$ cat config.mk
export PLATFORM = sky130hd
export DESIGN_NAME = ca_disrupt_pipe
export DESIGN_NICKNAME = d
export VERILOG_FILES = /design/src/rtl/ca_disrupt_pkg.sv /design/src/rtl/ca_mode_update.sv /design/src/rtl/ca_disrupt_pipe.sv
export SDC_FILE = /design/constraint.sdc
export NUM_CORES = 1
export LEC_CHECK = 0
export CORE_ASPECT_RATIO = 1.1
export CORE_MARGIN = 2
export CORE_UTILIZATION = 48
export CTS_BUF_LIST = sky130_fd_sc_hd__clkbuf_2
export CTS_CLUSTER_SIZE = 30
export DETAILED_ROUTE_END_ITERATION = 12
export GPL_TIMING_DRIVEN = 0
export PLACE_DENSITY = 0.79
export SLEW_MARGIN = 20
export SYNTH_ARGS = -nofsm -noshare
export SYNTH_HDL_FRONTEND = slang
export SYNTH_HIERARCHICAL = 1
export SYNTH_SLANG_ARGS = --single-unit
$ cat constraint.sdc
create_clock -name CLK -period 6.7 [get_ports CLK]
set_clock_uncertainty 0.15 [all_clocks]
set_input_delay 2.01 -clock CLK [delete_from_list [all_inputs] [get_ports CLK]]
set_output_delay 2.01 -clock CLK [all_outputs]
set_load 0.01 [all_outputs]
$ cat src/rtl/ca_disrupt_pkg.sv
// Shared constants and state record for the calcium-dynamics / SDSP-condition pipeline.
package ca_disrupt_pkg;

    localparam int unsigned CA_W_DEF   = 3;
    localparam int unsigned LEAK_W_DEF = 5;

    localparam logic [2:0] MODE_FLOOR  = 3'd0;
    localparam logic [2:0] MODE_OSC    = 3'd1;
    localparam logic [2:0] MODE_STEADY = 3'd2;
    localparam logic [2:0] MODE_MULTI  = 3'd3;
    localparam logic [2:0] MODE_SAT    = 3'd4;

    typedef struct packed {
        logic [CA_W_DEF-1:0]   calcium;
        logic [LEAK_W_DEF-1:0] caleak_cnt;
        logic                  osc_dir;
    } ca_state_t;

endpackage

$ cat src/rtl/ca_mode_update.sv
// Combinational neuron-state update: leak tick, calcium per disruption mode,
// oscillation direction and SDSP up/down conditions.
module ca_mode_update
    import ca_disrupt_pkg::*;
#(
    parameter int unsigned CA_W   = 3,
    parameter int unsigned LEAK_W = 5,
    parameter int unsigned MEM_W  = 8,
    parameter int unsigned N_SPK  = 3
) (
    input  logic              param_a_i,
    input  logic [2:0]        param_p_i,
    input  logic [MEM_W-1:0]  thetamem_i,
    input  logic [CA_W-1:0]   theta1_i,
    input  logic [CA_W-1:0]   theta2_i,
    input  logic [CA_W-1:0]   theta3_i,
    input  logic [LEAK_W-1:0] caleak_i,
    input  logic              ca_en_i,
    input  logic [CA_W-1:0]   floor_i,
    input  logic [CA_W-1:0]   ceil_i,
    input  logic [MEM_W-1:0]  core_i,
    input  logic [CA_W-1:0]   calcium_i,
    input  logic [LEAK_W-1:0] caleak_cnt_i,
    input  logic              osc_dir_i,
    input  logic [N_SPK-1:0]  spike_i,
    input  logic              tref_i,
    output logic [CA_W-1:0]   calcium_c_o,
    output logic [LEAK_W-1:0] caleak_cnt_c_o,
    output logic              osc_dir_c_o,
    output logic              v_up_c_o,
    output logic              v_down_c_o
);

    localparam int unsigned PW = $clog2(N_SPK + 1);
    localparam int unsigned SW = ((CA_W > PW) ? CA_W : PW) + 1;
    localparam logic [CA_W-1:0] CA_MAX = '1;

    logic              leak;
    logic [LEAK_W-1:0] cnt_n;
    logic [CA_W-1:0]   ca_n;
    logic              dir_n;
    logic [PW-1:0]     pop;
    logic [SW-1:0]     sum;
    logic [CA_W-1:0]   dec_lim;
    logic [CA_W-1:0]   lo;
    logic              spk0;

    assign spk0 = spike_i[0];
    assign pop  = PW'($countones(spike_i));

    // Leak counter; >= rather than == pulls an out-of-range count back to zero
    always_comb begin
        leak  = 1'b0;
        cnt_n = caleak_cnt_i;
        if (ca_en_i && (caleak_i != '0) && tref_i) begin
            if (caleak_cnt_i >= (caleak_i - LEAK_W'(1))) begin
                cnt_n = '0;
                leak  = 1'b1;
            end else begin
                cnt_n = caleak_cnt_i + LEAK_W'(1);
            end
        end
    end

    always_comb begin
        ca_n    = calcium_i;
        dir_n   = osc_dir_i;
        dec_lim = (param_a_i && (param_p_i == MODE_FLOOR)) ? floor_i : '0;
        sum     = SW'(calcium_i) + SW'(pop);
        if (leak && (sum != '0)) begin
            sum = sum - SW'(1);
        end

        if (!param_a_i || (param_p_i == MODE_SAT) || (param_p_i == MODE_FLOOR)) begin
            if (spk0 && !leak && (calcium_i != CA_MAX)) begin
                ca_n = calcium_i + CA_W'(1);
            end else if (!spk0 && leak && (calcium_i > dec_lim)) begin
                ca_n = calcium_i - CA_W'(1);
            end
        end else begin
            case (param_p_i)
                MODE_OSC: begin
                    if (calcium_i < floor_i) begin
                        ca_n  = floor_i;
                        dir_n = 1'b1;
                    end else if (calcium_i > ceil_i) begin
                        ca_n  = ceil_i;
                        dir_n = 1'b0;
                    end else if (leak) begin
                        if (osc_dir_i) begin
                            if (calcium_i < ceil_i) ca_n = calcium_i + CA_W'(1);
                        end else begin
                            if (calcium_i > floor_i) ca_n = calcium_i - CA_W'(1);
                        end
                        if (ca_n == ceil_i) begin
                            dir_n = 1'b0;
                        end else if (ca_n == floor_i) begin
                            dir_n = 1'b1;
                        end
                    end
                end
                MODE_STEADY: begin
                    if (spk0 && (calcium_i < ceil_i)) ca_n = calcium_i + CA_W'(1);
                end
                MODE_MULTI: begin
                    if (sum < SW'(floor_i)) begin
                        ca_n = floor_i;
                    end else if (sum > SW'(ceil_i)) begin
                        ca_n = ceil_i;
                    end else begin
                        ca_n = CA_W'(sum);
                    end
                end
                default: ;
            endcase
        end
    end

    assign lo             = param_a_i ? (theta1_i >> 1) : theta1_i;
    assign calcium_c_o    = ca_n;
    assign caleak_cnt_c_o = cnt_n;
    assign osc_dir_c_o    = dir_n;
    assign v_up_c_o       = ca_en_i && (core_i >= thetamem_i) && (lo <= ca_n) && (ca_n < theta3_i);
    assign v_down_c_o     = ca_en_i && (core_i < thetamem_i) && (lo <= ca_n) && (ca_n < theta2_i);

endmodule

$ cat src/rtl/ca_disrupt_pipe.sv
// Two-stage valid/ready wrapper around ca_mode_update with read-after-write
// bypass from the output register and the last handed-off result.
module ca_disrupt_pipe
    import ca_disrupt_pkg::*;
#(
    parameter int unsigned CA_W   = 3,
    parameter int unsigned LEAK_W = 5,
    parameter int unsigned MEM_W  = 8,
    parameter int unsigned N_SPK  = 3,
    parameter int unsigned ADDR_W = 8
) (
    input  logic              CLK,
    input  logic              RST,
    input  logic              param_a,
    input  logic [2:0]        param_p,
    input  logic [MEM_W-1:0]  param_thetamem,
    input  logic [CA_W-1:0]   param_ca_theta1,
    input  logic [CA_W-1:0]   param_ca_theta2,
    input  logic [CA_W-1:0]   param_ca_theta3,
    input  logic [LEAK_W-1:0] param_caleak,
    input  logic              param_ca_en,
    input  logic [CA_W-1:0]   param_ca_floor,
    input  logic [CA_W-1:0]   param_ca_ceil,
    input  logic              in_valid,
    output logic              in_ready,
    input  logic [ADDR_W-1:0] in_addr,
    input  logic [MEM_W-1:0]  in_core_next,
    input  logic [CA_W-1:0]   in_calcium,
    input  logic [LEAK_W-1:0] in_caleak_cnt,
    input  logic              in_osc_dir,
    input  logic [N_SPK-1:0]  in_spike,
    input  logic              in_event_tref,
    output logic              out_valid,
    input  logic              out_ready,
    output logic [ADDR_W-1:0] out_addr,
    output logic [CA_W-1:0]   out_calcium,
    output logic [LEAK_W-1:0] out_caleak_cnt,
    output logic              out_osc_dir,
    output logic              out_v_up,
    output logic              out_v_down
);

    logic              s1_valid_q, s1_valid_d;
    logic [ADDR_W-1:0] s1_addr_q;
    logic [MEM_W-1:0]  s1_core_q;
    logic [CA_W-1:0]   s1_ca_q;
    logic [LEAK_W-1:0] s1_cnt_q;
    logic              s1_dir_q;
    logic [N_SPK-1:0]  s1_spike_q;
    logic              s1_tref_q;

    logic              out_valid_q, out_valid_d;
    logic [ADDR_W-1:0] out_addr_q;
    logic [CA_W-1:0]   out_ca_q, out_ca_d;
    logic [LEAK_W-1:0] out_cnt_q, out_cnt_d;
    logic              out_dir_q, out_dir_d;
    logic              out_up_q, out_up_d;
    logic              out_down_q, out_down_d;

    logic              lw_valid_q, lw_valid_d;
    logic [ADDR_W-1:0] lw_addr_q;
    logic [CA_W-1:0]   lw_ca_q;
    logic [LEAK_W-1:0] lw_cnt_q;
    logic              lw_dir_q;

    logic              out_load, s1_load, out_fire;
    logic [CA_W-1:0]   byp_ca;
    logic [LEAK_W-1:0] byp_cnt;
    logic              byp_dir;

    assign out_load    = !out_valid_q || out_ready;
    assign s1_load     = !s1_valid_q || out_load;
    assign out_fire    = out_valid_q && out_ready;
    assign s1_valid_d  = s1_load ? in_valid : s1_valid_q;
    assign out_valid_d = out_load ? s1_valid_q : out_valid_q;
    assign lw_valid_d  = lw_valid_q || out_fire;

    // Newest copy of the neuron state wins: output register, then last handed-off
    always_comb begin
        byp_ca  = s1_ca_q;
        byp_cnt = s1_cnt_q;
        byp_dir = s1_dir_q;
        if (out_valid_q && (out_addr_q == s1_addr_q)) begin
            byp_ca  = out_ca_q;
            byp_cnt = out_cnt_q;
            byp_dir = out_dir_q;
        end else if (lw_valid_q && (lw_addr_q == s1_addr_q)) begin
            byp_ca  = lw_ca_q;
            byp_cnt = lw_cnt_q;
            byp_dir = lw_dir_q;
        end
    end

    ca_mode_update #(
        .CA_W   (CA_W),
        .LEAK_W (LEAK_W),
        .MEM_W  (MEM_W),
        .N_SPK  (N_SPK)
    ) u_update (
        .param_a_i      (param_a),
        .param_p_i      (param_p),
        .thetamem_i     (param_thetamem),
        .theta1_i       (param_ca_theta1),
        .theta2_i       (param_ca_theta2),
        .theta3_i       (param_ca_theta3),
        .caleak_i       (param_caleak),
        .ca_en_i        (param_ca_en),
        .floor_i        (param_ca_floor),
        .ceil_i         (param_ca_ceil),
        .core_i         (s1_core_q),
        .calcium_i      (byp_ca),
        .caleak_cnt_i   (byp_cnt),
        .osc_dir_i      (byp_dir),
        .spike_i        (s1_spike_q),
        .tref_i         (s1_tref_q),
        .calcium_c_o    (out_ca_d),
        .caleak_cnt_c_o (out_cnt_d),
        .osc_dir_c_o    (out_dir_d),
        .v_up_c_o       (out_up_d),
        .v_down_c_o     (out_down_d)
    );

    always_ff @(posedge CLK) begin
        if (RST) begin
            s1_valid_q  <= 1'b0;
            s1_addr_q   <= '0;
            s1_core_q   <= '0;
            s1_ca_q     <= '0;
            s1_cnt_q    <= '0;
            s1_dir_q    <= 1'b0;
            s1_spike_q  <= '0;
            s1_tref_q   <= 1'b0;
            out_valid_q <= 1'b0;
            out_addr_q  <= '0;
            out_ca_q    <= '0;
            out_cnt_q   <= '0;
            out_dir_q   <= 1'b0;
            out_up_q    <= 1'b0;
            out_down_q  <= 1'b0;
            lw_valid_q  <= 1'b0;
            lw_addr_q   <= '0;
            lw_ca_q     <= '0;
            lw_cnt_q    <= '0;
            lw_dir_q    <= 1'b0;
        end else begin
            s1_valid_q  <= s1_valid_d;
            out_valid_q <= out_valid_d;
            lw_valid_q  <= lw_valid_d;
            if (s1_load && in_valid) begin
                s1_addr_q  <= in_addr;
                s1_core_q  <= in_core_next;
                s1_ca_q    <= in_calcium;
                s1_cnt_q   <= in_caleak_cnt;
                s1_dir_q   <= in_osc_dir;
                s1_spike_q <= in_spike;
                s1_tref_q  <= in_event_tref;
            end
            if (out_load && s1_valid_q) begin
                out_addr_q <= s1_addr_q;
                out_ca_q   <= out_ca_d;
                out_cnt_q  <= out_cnt_d;
                out_dir_q  <= out_dir_d;
                out_up_q   <= out_up_d;
                out_down_q <= out_down_d;
            end
            if (out_fire) begin
                lw_addr_q <= out_addr_q;
                lw_ca_q   <= out_ca_q;
                lw_cnt_q  <= out_cnt_q;
                lw_dir_q  <= out_dir_q;
            end
        end
    end

    assign in_ready       = s1_load;
    assign out_valid      = out_valid_q;
    assign out_addr       = out_addr_q;
    assign out_calcium    = out_ca_q;
    assign out_caleak_cnt = out_cnt_q;
    assign out_osc_dir    = out_dir_q;
    assign out_v_up       = out_up_q;
    assign out_v_down     = out_down_q;

endmodule

# Word-level counts from Yosys, hierarchy flattened

Cells that the tools add are included.

Register bits after elaboration: 68
Bits of input ports: 66
Output and inout bits: 21
Word-level logic and storage cells: 121

$add $sub $neg: 8
Order comparisons: 13
Equality and inequality tests: 9
Muxes and demuxes: 38
Reduce and logical (&&, ||, !) cells: 33

Operator list:

| cell                                                               | number |
|---|---|
| 3-bit two-way mux                                                  | 21 |
| 1-bit logical AND                                                  | 20 |
| 5-bit two-way mux                                                  | 4 |
| 8-bit == test                                                      | 2 |
| 3-bit < comparator                                                 | 4 |
| 1-bit two-way mux                                                  | 11 |
| 3-bit greater-than comparator                                      | 3 |
| 3-bit one-hot mux with 3 select lines                              | 1 |
| 8-bit >= comparator                                                | 1 |
| 8-bit < comparator                                                 | 1 |
| 3-bit by 2-bit == test with 1-bit output, second input constant    | 2 |
| 3-bit == test                                                      | 2 |
| 5-bit by 1-bit adder with 5-bit output, second input constant      | 1 |
| 5-bit >= comparator                                                | 1 |
| 1-bit zero test                                                    | 5 |
| 1-bit logical OR                                                   | 5 |
| 5-bit nonzero test                                                 | 1 |
| 5-bit by 1-bit subtractor with 5-bit output, second input constant | 1 |
| 3-bit by 2-bit adder with 4-bit output                             | 1 |
| 4-bit by 3-bit greater-than comparator with 1-bit output           | 1 |
| 4-bit by 3-bit < comparator with 1-bit output                      | 1 |
| 4-bit two-way mux                                                  | 1 |
| 4-bit nonzero test                                                 | 1 |
| 4-bit by 1-bit subtractor with 4-bit output, second input constant | 1 |
| other kinds (9)                                                    | 9 |

# Depth between registers and ports, before layout

Gate-level depths: netlist of run 1.

Depth after elaboration: 20
Depth in mapped cells: 35
Mapped depth without buffers: 34

# Cells and area by module

The synthesis of run 1 kept the hierarchy.

Modules (own cells, without submodules):

| module          | instances | cells each | area each (sq um) | sequential area each (sq um) |
|---|---|---|---|---|
| ca_disrupt_pipe | 1         | 362        | 2758.9            | 1361.3 |
| ca_mode_update  | 1         | 299        | 2150.8            | 0.0 |

# Least setup slack after synthesis of run 1

OpenSTA, ideal clock, no wires.

Kind: in2reg
Start: input param_caleak[0]
End: register out_up_q (netlist: out_v_up)
Setup time: 0.070 ns
Data arrival time: 6.408 ns
Data required time: 6.480 ns
Path slack: 0.072 ns
Stages on the path: 28
Path buffers: 0
Cells stage by stage: inv_1 ha_1 nor4b_4 nor2_1 ha_1 a21o_1 a31o_2 nand2b_1 mux2i_1 ha_1 a21o_1 a21oi_1 a31oi_1 nor3_2 mux2_4 or2_1 a31oi_1 ha_1 inv_1 a21o_1 a21oi_1 a31oi_1 nor2b_1 nand2_1 a21o_1 a211oi_1 nand2_1 a21oi_1

Word-level cells in the longest chain between the ends: 14
Elaborated cells between the ends (all ways): 29
Classes of those cells: add/sub: 1; order compare: 5; mux: 12; reduce/logical: 11

Ends and longest elaborated chain:

| what                                                                              | RTL line                                   | RTL |
|---|---|---|
| from (decl)                                                                       | ca_disrupt_pipe.sv:20                      | `input logic [LEAK_W-1:0] param_caleak,` |
| 5-bit by 1-bit subtractor with 5-bit output or 5-bit nonzero test (tied branches) | ca_mode_update.sv:56, ca_mode_update.sv:55 |  |
| 5-bit >= comparator or 1-bit logical AND (tied branches)                          | ca_mode_update.sv:56, ca_mode_update.sv:55 |  |
| 1-bit two-way mux or 1-bit logical AND (tied branches)                            | ca_mode_update.sv:56, ca_mode_update.sv:55 |  |
| 1-bit two-way mux *                                                               | ca_mode_update.sv:55                       | `if (ca_en_i && (caleak_i != '0) && tref_i) begin` |
| 1-bit logical AND                                                                 | ca_mode_update.sv:70                       | `if (leak && (sum != '0)) begin` |
| 4-bit two-way mux                                                                 | ca_mode_update.sv:70                       |  |
| 4-bit by 3-bit greater-than comparator with 1-bit output                          | ca_mode_update.sv:108                      | `end else if (sum > SW'(ceil_i)) begin` |
| 3-bit two-way mux                                                                 | ca_mode_update.sv:108                      |  |
| 3-bit two-way mux                                                                 | ca_mode_update.sv:106                      | `if (sum < SW'(floor_i)) begin` |
| 3-bit one-hot mux with 3 select lines                                             | ca_mode_update.sv:81                       | `case (param_p_i)` |
| 3-bit two-way mux *                                                               | ca_mode_update.sv:74                       | `if (!param_a_i \|\| (param_p_i == MODE_SAT) \|\| (param_p_i == MODE_FLOOR)) begin` |
| via out_ca_d[0]                                                                   | ca_disrupt_pipe.sv:54                      | `logic [CA_W-1:0] out_ca_q, out_ca_d;` |
| 3-bit <= comparator                                                               | ca_mode_update.sv:123                      | `assign v_up_c_o = ca_en_i && (core_i >= thetamem_i) && (lo <= ca_n) && (ca_n < theta3_i);` |
| 1-bit logical AND                                                                 | ca_mode_update.sv:123                      |  |
| 1-bit logical AND *                                                               | ca_mode_update.sv:123                      |  |
| via out_up_d                                                                      | ca_disrupt_pipe.sv:57                      | `logic out_up_q, out_up_d;` |
| to (signal assigned)                                                              | ca_disrupt_pipe.sv:163                     | `out_up_q <= out_up_d;` |
| to (decl)                                                                         | ca_disrupt_pipe.sv:57                      |  |

The timed path passes the listed nets; every way through them passes the cells marked *.
A chain may end at the register's enable or synchronous reset.

# Worst setup path after layout of run 1

Start: input param_caleak[0]
End: register out_up_q (netlist: out_v_up)

Word-level cells in the longest chain between the ends: 14
Elaborated cells between the ends (all ways): 29
Classes of those cells: add/sub: 1; order compare: 5; mux: 12; reduce/logical: 11

Ends and longest elaborated chain:

| what                                                                              | RTL line |
|---|---|
| 5-bit by 1-bit subtractor with 5-bit output or 5-bit nonzero test (tied branches) | ca_mode_update.sv:56, ca_mode_update.sv:55 |
| 5-bit >= comparator or 1-bit logical AND (tied branches)                          | ca_mode_update.sv:56, ca_mode_update.sv:55 |
| 1-bit two-way mux or 1-bit logical AND (tied branches)                            | ca_mode_update.sv:56, ca_mode_update.sv:55 |
| 1-bit two-way mux *                                                               | ca_mode_update.sv:55 |
| 1-bit logical AND                                                                 | ca_mode_update.sv:70 |
| 4-bit two-way mux                                                                 | ca_mode_update.sv:70 |
| 4-bit by 3-bit greater-than comparator with 1-bit output                          | ca_mode_update.sv:108 |
| 3-bit two-way mux                                                                 | ca_mode_update.sv:108 |
| 3-bit two-way mux                                                                 | ca_mode_update.sv:106 |
| 3-bit one-hot mux with 3 select lines                                             | ca_mode_update.sv:81 |
| 3-bit two-way mux *                                                               | ca_mode_update.sv:74 |
| 3-bit <= comparator                                                               | ca_mode_update.sv:123 |
| 1-bit logical AND                                                                 | ca_mode_update.sv:123 |
| 1-bit logical AND *                                                               | ca_mode_update.sv:123 |
| via out_up_d                                                                      | ca_disrupt_pipe.sv:57 |

Marks and branches as above.

==> metrics.cfg, run 1 <==
[clock_network]
cts_buffers=9
cts.path.max_buffers=2
cts_sinks=68
cts_tree=done
h-tree-depth=3
clk_pin_slew_ns=0.20
cts_root_buf=clkbuf_2
clkLatencyLatePin_ns=0.55

[setup_path]
r2r-end=out_v_up
start_kind=input pin
cp.arrival_ns=7.11
crit_cells=28
rrSetupSlack_ns=0
cpMostUsedCell=nand2_1
regToRegStartpoint=s1_addr_q[3]
reg2regPathDepth=34
cp_data_required_time_ns=7.03
critPathTopFamily=compound AO/OA/AOI/OAI gates
path_buf_inv=3
worstPathMaxFanout=3
end_kind=flip-flop
max_stage_delay_ns=0.49
crit_slowest_cell=clkdlybuf4s50_1
critPathKind=in2reg
critPathLaunch=param_caleak[0]

[grt]
grt_antenna_before_repair=0
grt_max_degree=14
track_usage=0.274
grt_overflow_total=0
grt_pass1_vias=5167
grt_pass1_wl_um=24000

[timing]
tightest_slew_ns=1.01
drv_slew=0
setup_viol=2
finalHoldViolCount=0
fin_crit_ns=6.78
fin_crit_sh=1.01
grt_setup_unrepaired=true
fin_setup_tns_ns=-0.109
slew_headroom=0.323
layout_setup_ws_ns=-0.0816
hold_ws_ns=0.323
fmaxAchievable_ghz=0.147

[worst_hold_path]
min_from=lw_cnt_q[2]
min_path_type=reg2reg
min_to=lw_cnt_q[2]
min_path_cells=2

[die]
initial_utilization=0.496
die_h_um=110
placementRows=38
ios=87
die_area_sq_um=11100
fp.dieW_um=100
core_area_sq_um=9890

[route]
routedWlPerCell_um=16.6
ant_nets=0
drt-initial-drc-count=413
firstDrtPassIters=5
drc=0
vias=5222
finalWirelength_um=15100
post_drt_via_cell_ratio=5.73

[run_status]
status=complete, but fails checks
failed_checks=negative setup slack

[power]
ir_worst_vdd_v=0.000126
leakagePower_nw=2.62
power.density_nw_per_um2=175
total_power_mw=1.15

[place]
dp_hpwl_um=11200
gp_congestion=0.904
io_buffers=85

[yosys]
syn_area_sq_um=4910
avgSynthCellArea_sq_um=7.43
async_flop_share=0
ys_seq_area_frac=0.277
yosys_warnings=6
synth_edf_count=0
syn_inst=661
synth_cell_types=68
synth-seq-cells=68
synth_fp_nets=772
synthFlopType=dfxtp_1

[cells_and_area]
final_nets=897
drive_gt1_frac=0.164
syn_to_final_growth_pct=33.9
n_antenna_cell=0

[run]
maxCapViolCount=0

==> final cells by class <==
type                       instances  area (sq um)
inverter                          30           113
tap                              120           150
buffer                            28           138
fill                             828          3320
clock inverter                     7          75.1
clock buffer                       9          45.0
sequential                        68          1380
timing repair buffer             114          1080
multi-input combinational        535          3590
==> routing by layer <==
metal / part of all wire / track usage
met1: 0.43 / 0.332
met2: 0.50 / 0.485
met3: 0.060 / 0.0511
met4: 0.018 / 0.0949
met5: 0 / 0
==> worst min-delay path, delay by kind of cell, from the launching register on <==
family / cells / cell delay (ns)
flops: 1 / 0.36
simple gates: 1 / 0.05
compound gates: 1 / 0.05
==> kinds of logic after synthesis <==
kind of cell | count (synthesis) | synth area share
buffers and inverters | 58 | 0.0492
adder cells (fa/ha/maj) | 45 | 0.118
multiplexers | 8 | 0.0178
flip-flops | 68 | 0.277
XOR/XNOR | 28 | 0.0538
AND/OR/NAND/NOR | 274 | 0.256
AO/OA/AOI/OAI | 180 | 0.228
==> stage by stage <==
stage | area [sq um] | worst slack [ns] | std cells | util
after global placement | 5910 | -0.997 | 866 | 0.598
after global routing | 6570 | -0.288 | 911 | 0.665
final | 6570 | -0.0816 | 911 | 0.665
after floorplan | 4910 | 0.0717 | 661 | -
after CTS | 6350 | 0.000192 | 903 | 0.642
after detailed placement | 5910 | -1.09 | 866 | 0.598
==> cells in the mapped netlist (10+ instances only) <==
| cell type | number | area, sq um |
|---|---|---|
| inv_1 | 30 | 113 |
| nor2_1 | 32 | 120 |
| xnor2_1 | 19 | 166 |
| nor2b_1 | 10 | 62.6 |
| ha_1 | 43 | 538 |
| dfxtp_1 | 68 | 1360 |
| a21oi_1 | 92 | 460 |
| clkbuf_1 | 13 | 48.8 |
| o21ai_0 | 16 | 80.1 |
| nand3_1 | 12 | 60.1 |
| buf_2 | 13 | 65.1 |
| nand2_1 | 168 | 631 |
==> worst max path at each step <==
stage                     to  slack (ns)
global route        out_v_up       -0.29
detailed placement  out_v_up       -1.09
global placement    out_v_up        -1.0
finish              out_v_up       -0.08
floorplan           out_v_up        0.07
CTS                 out_v_up      0.0002
==> cells in the final DEF, fill, tap and decap left out, drive strengths merged, types with 6 or more instances in the layout <==
cell type and count:
nand3 12, o21ai 21, nor2b 10, a41oi 9, nor3 12, clkdlybuf4s50 85, ha 43, a31oi 6
o21a 7, a21o 7, dfxtp 68, inv 32, xor2 8, nor2 33, nand2b 7, nand2 168
clkbuf 22, buf 44, xnor2 20, a21oi 94
==> registers in the layout, summed over array words and instances (netlist names), 5 cells and up <==
name            flops
lw_addr_q           8
lw_cnt_q            5
out_addr            8
out_caleak_cnt      5
s1_addr_q           8
s1_cnt_q            5
s1_core_q           8
==> power breakdown <==
part           switching, mW  internal [mW]
logic                  0.249          0.214
clock network          0.162         0.0888
registers             0.0155          0.420
==> timing repair <==
item                       in CTS  in global routing
hold buffers                    0                  0
pin swaps                      20                 28
gates resized for setup        43                 29
setup endpoints to repair       2                  2
buffers inserted               21                  8
No activity file was read; power rests on OpenSTA's default activity.
==> run 2: changes to the inputs <==
--- a/config.mk
+++ b/config.mk
@@ -18,3 +18,4 @@
 export SYNTH_HDL_FRONTEND = slang
 export SYNTH_HIERARCHICAL = 1
 export SYNTH_SLANG_ARGS = --single-unit
+export TNS_END_PERCENT = 20
==> metrics.cfg, run 2 (synthesized netlist as in run 1, its figures left out) <==
[setup_path]
start_kind=input pin
path_buf_inv=3  ; unchanged
end_kind=flip-flop
worstPathMaxFanout=3  ; unchanged
cpMostUsedCell=nand2_1
cp.arrival_ns=7.12  ; about the same
cp_data_required_time_ns=7.02  ; about the same
critPathLaunch=param_caleak[0]
critPathKind=in2reg
critPathTopFamily=compound AO/OA/AOI/OAI gates
crit_slowest_cell=clkdlybuf4s50_1
max_stage_delay_ns=0.49  ; about the same
regToRegStartpoint=s1_addr_q[3]

[worst_hold_path]
min_from=lw_ca_q[2]
min_path_type=reg2reg

[cells_and_area]
fin_cells=911  ; unchanged
n_fill_cell=829  ; +0.12%
drive_gt1_frac=0.162  ; -0.00253
n_antenna_cell=0  ; unchanged
final_common_cell=nand2_1
final_cell_mix=nand2_1, a21oi_1, clkdlybuf4s50_1
post-route-cell-area_sq_um=6560  ; -0.17%
syn_to_final_growth_pct=33.7
final_nets=897  ; unchanged
utilization=0.664  ; -0.00114

[grt]
grt_pass1_vias=5167  ; unchanged
track_usage=0.274  ; unchanged
grt_pass1_wl_um=24000  ; unchanged
grt_max_degree=14  ; unchanged
grt_antenna_before_repair=0  ; unchanged
grt_overflow_total=0  ; unchanged

[timing]
setup_viol=2  ; unchanged
drv_slew=0  ; unchanged
finalHoldViolCount=0  ; unchanged
slew_headroom=0.334  ; +0.0104
hold_ws_ns=0.323  ; +0.000803 ns
fin_setup_tns_ns=-0.158  ; -0.0486 ns
fmaxAchievable_ghz=0.147  ; -0.14%
grt_setup_unrepaired=true
layout_setup_ws_ns=-0.0909  ; -0.00926 ns
fin_crit_sh=1.01  ; +0.00138
tightest_slew_ns=0.999  ; -0.0156 ns
fin_crit_ns=6.79  ; +0.00926 ns

[route]
post_drt_via_cell_ratio=5.79  ; +0.96%
finalWirelength_um=15000  ; -0.44%
ant_nets=0  ; unchanged
drc=0  ; unchanged
drt-initial-drc-count=402  ; -2.7%
routedWlPerCell_um=16.5  ; -0.44%
vias=5272  ; +0.96%
firstDrtPassIters=5  ; unchanged

[die]
fp.dieW_um=100  ; unchanged
die_area_sq_um=11100  ; unchanged
placementRows=38  ; unchanged
ios=87  ; unchanged
die_h_um=110  ; unchanged
initial_utilization=0.496  ; unchanged
core_area_sq_um=9890  ; unchanged

[clock_network]
cts_sinks=68  ; unchanged
cts_root_buf=clkbuf_2
cts_tree=done
clk_pin_slew_ns=0.20  ; about the same
cts_buffers=9  ; unchanged
h-tree-depth=3  ; unchanged
ctsHoldBuffers=0  ; unchanged
clkLatencyLatePin_ns=0.55  ; about the same
cts.path.max_buffers=2  ; unchanged

[power]
total_power_mw=1.15  ; -0.26%
ir_worst_vdd_v=0.000122  ; -3.0%
power.density_nw_per_um2=175  ; about the same
leakagePower_nw=2.62  ; about the same

[place]
place_area_sq_um=5910  ; unchanged
dp.cells=866  ; unchanged
gp_congestion=0.904  ; unchanged
io_buffers=85  ; unchanged
dpl_worst_slack_ns=-1.09  ; unchanged
dp_hpwl_um=11200  ; unchanged

[run_status]
failed_checks=negative setup slack
status=complete, but fails checks

[run]
maxCapViolCount=0  ; unchanged

-- run 2: final timing paths --
check | endpoint | depth (start not counted) | slack, ns
setup / recovery | out_v_up | 28 | -0.09
hold / removal | lw_ca_q[2] | 2 | 0.32
setup reg to reg | out_v_up | 34 | -0.01
hold reg to reg | lw_ca_q[2] | 2 | 0.32
-- run 2: power breakdown --
group	switching (mW)	internal [mW]	total, mW
Combinational	0.248	0.213	0.460
Clock	0.162	0.0888	0.251
Sequential	0.0154	0.420	0.436
-- run 2: repair_timing --
item / 4_1_cts / 5_1_grt
setup buffers: 21 / 8
gates cloned: 0 / 0
endpoints found under the setup margin: 2 / 2
pin swaps: 20 / 28
gates resized for setup: 43 / 27
-- run 2: tightest hold or removal path, stage by stage, from the launching register on --
cell	delay, ns
dfxtp_1	0.36
nand2_1	0.05
a21oi_1	0.05
-- run 2: routing by layer --
layer	track usage	vias up	part of all wire
li1	-	2562	-
met1	0.332	2485	0.42
met2	0.485	185	0.49
met3	0.0511	40	0.061
met4	0.0949	0	0.022
met5	0	-	0
-- run 2: area by class of cell --
class | count | area (sq um) | share of cell area
multi-input cells | 535 | 3580 | 0.545
flip-flops and latches | 68 | 1380 | 0.211
repair buffers | 114 | 1080 | 0.165
well taps | 120 | 150 | 0.0229
plain buffers | 28 | 138 | 0.0210
inverters | 30 | 113 | 0.0172
clock inverters | 7 | 75.1 | 0.0114
clock buffers | 9 | 45.0 | 0.00686
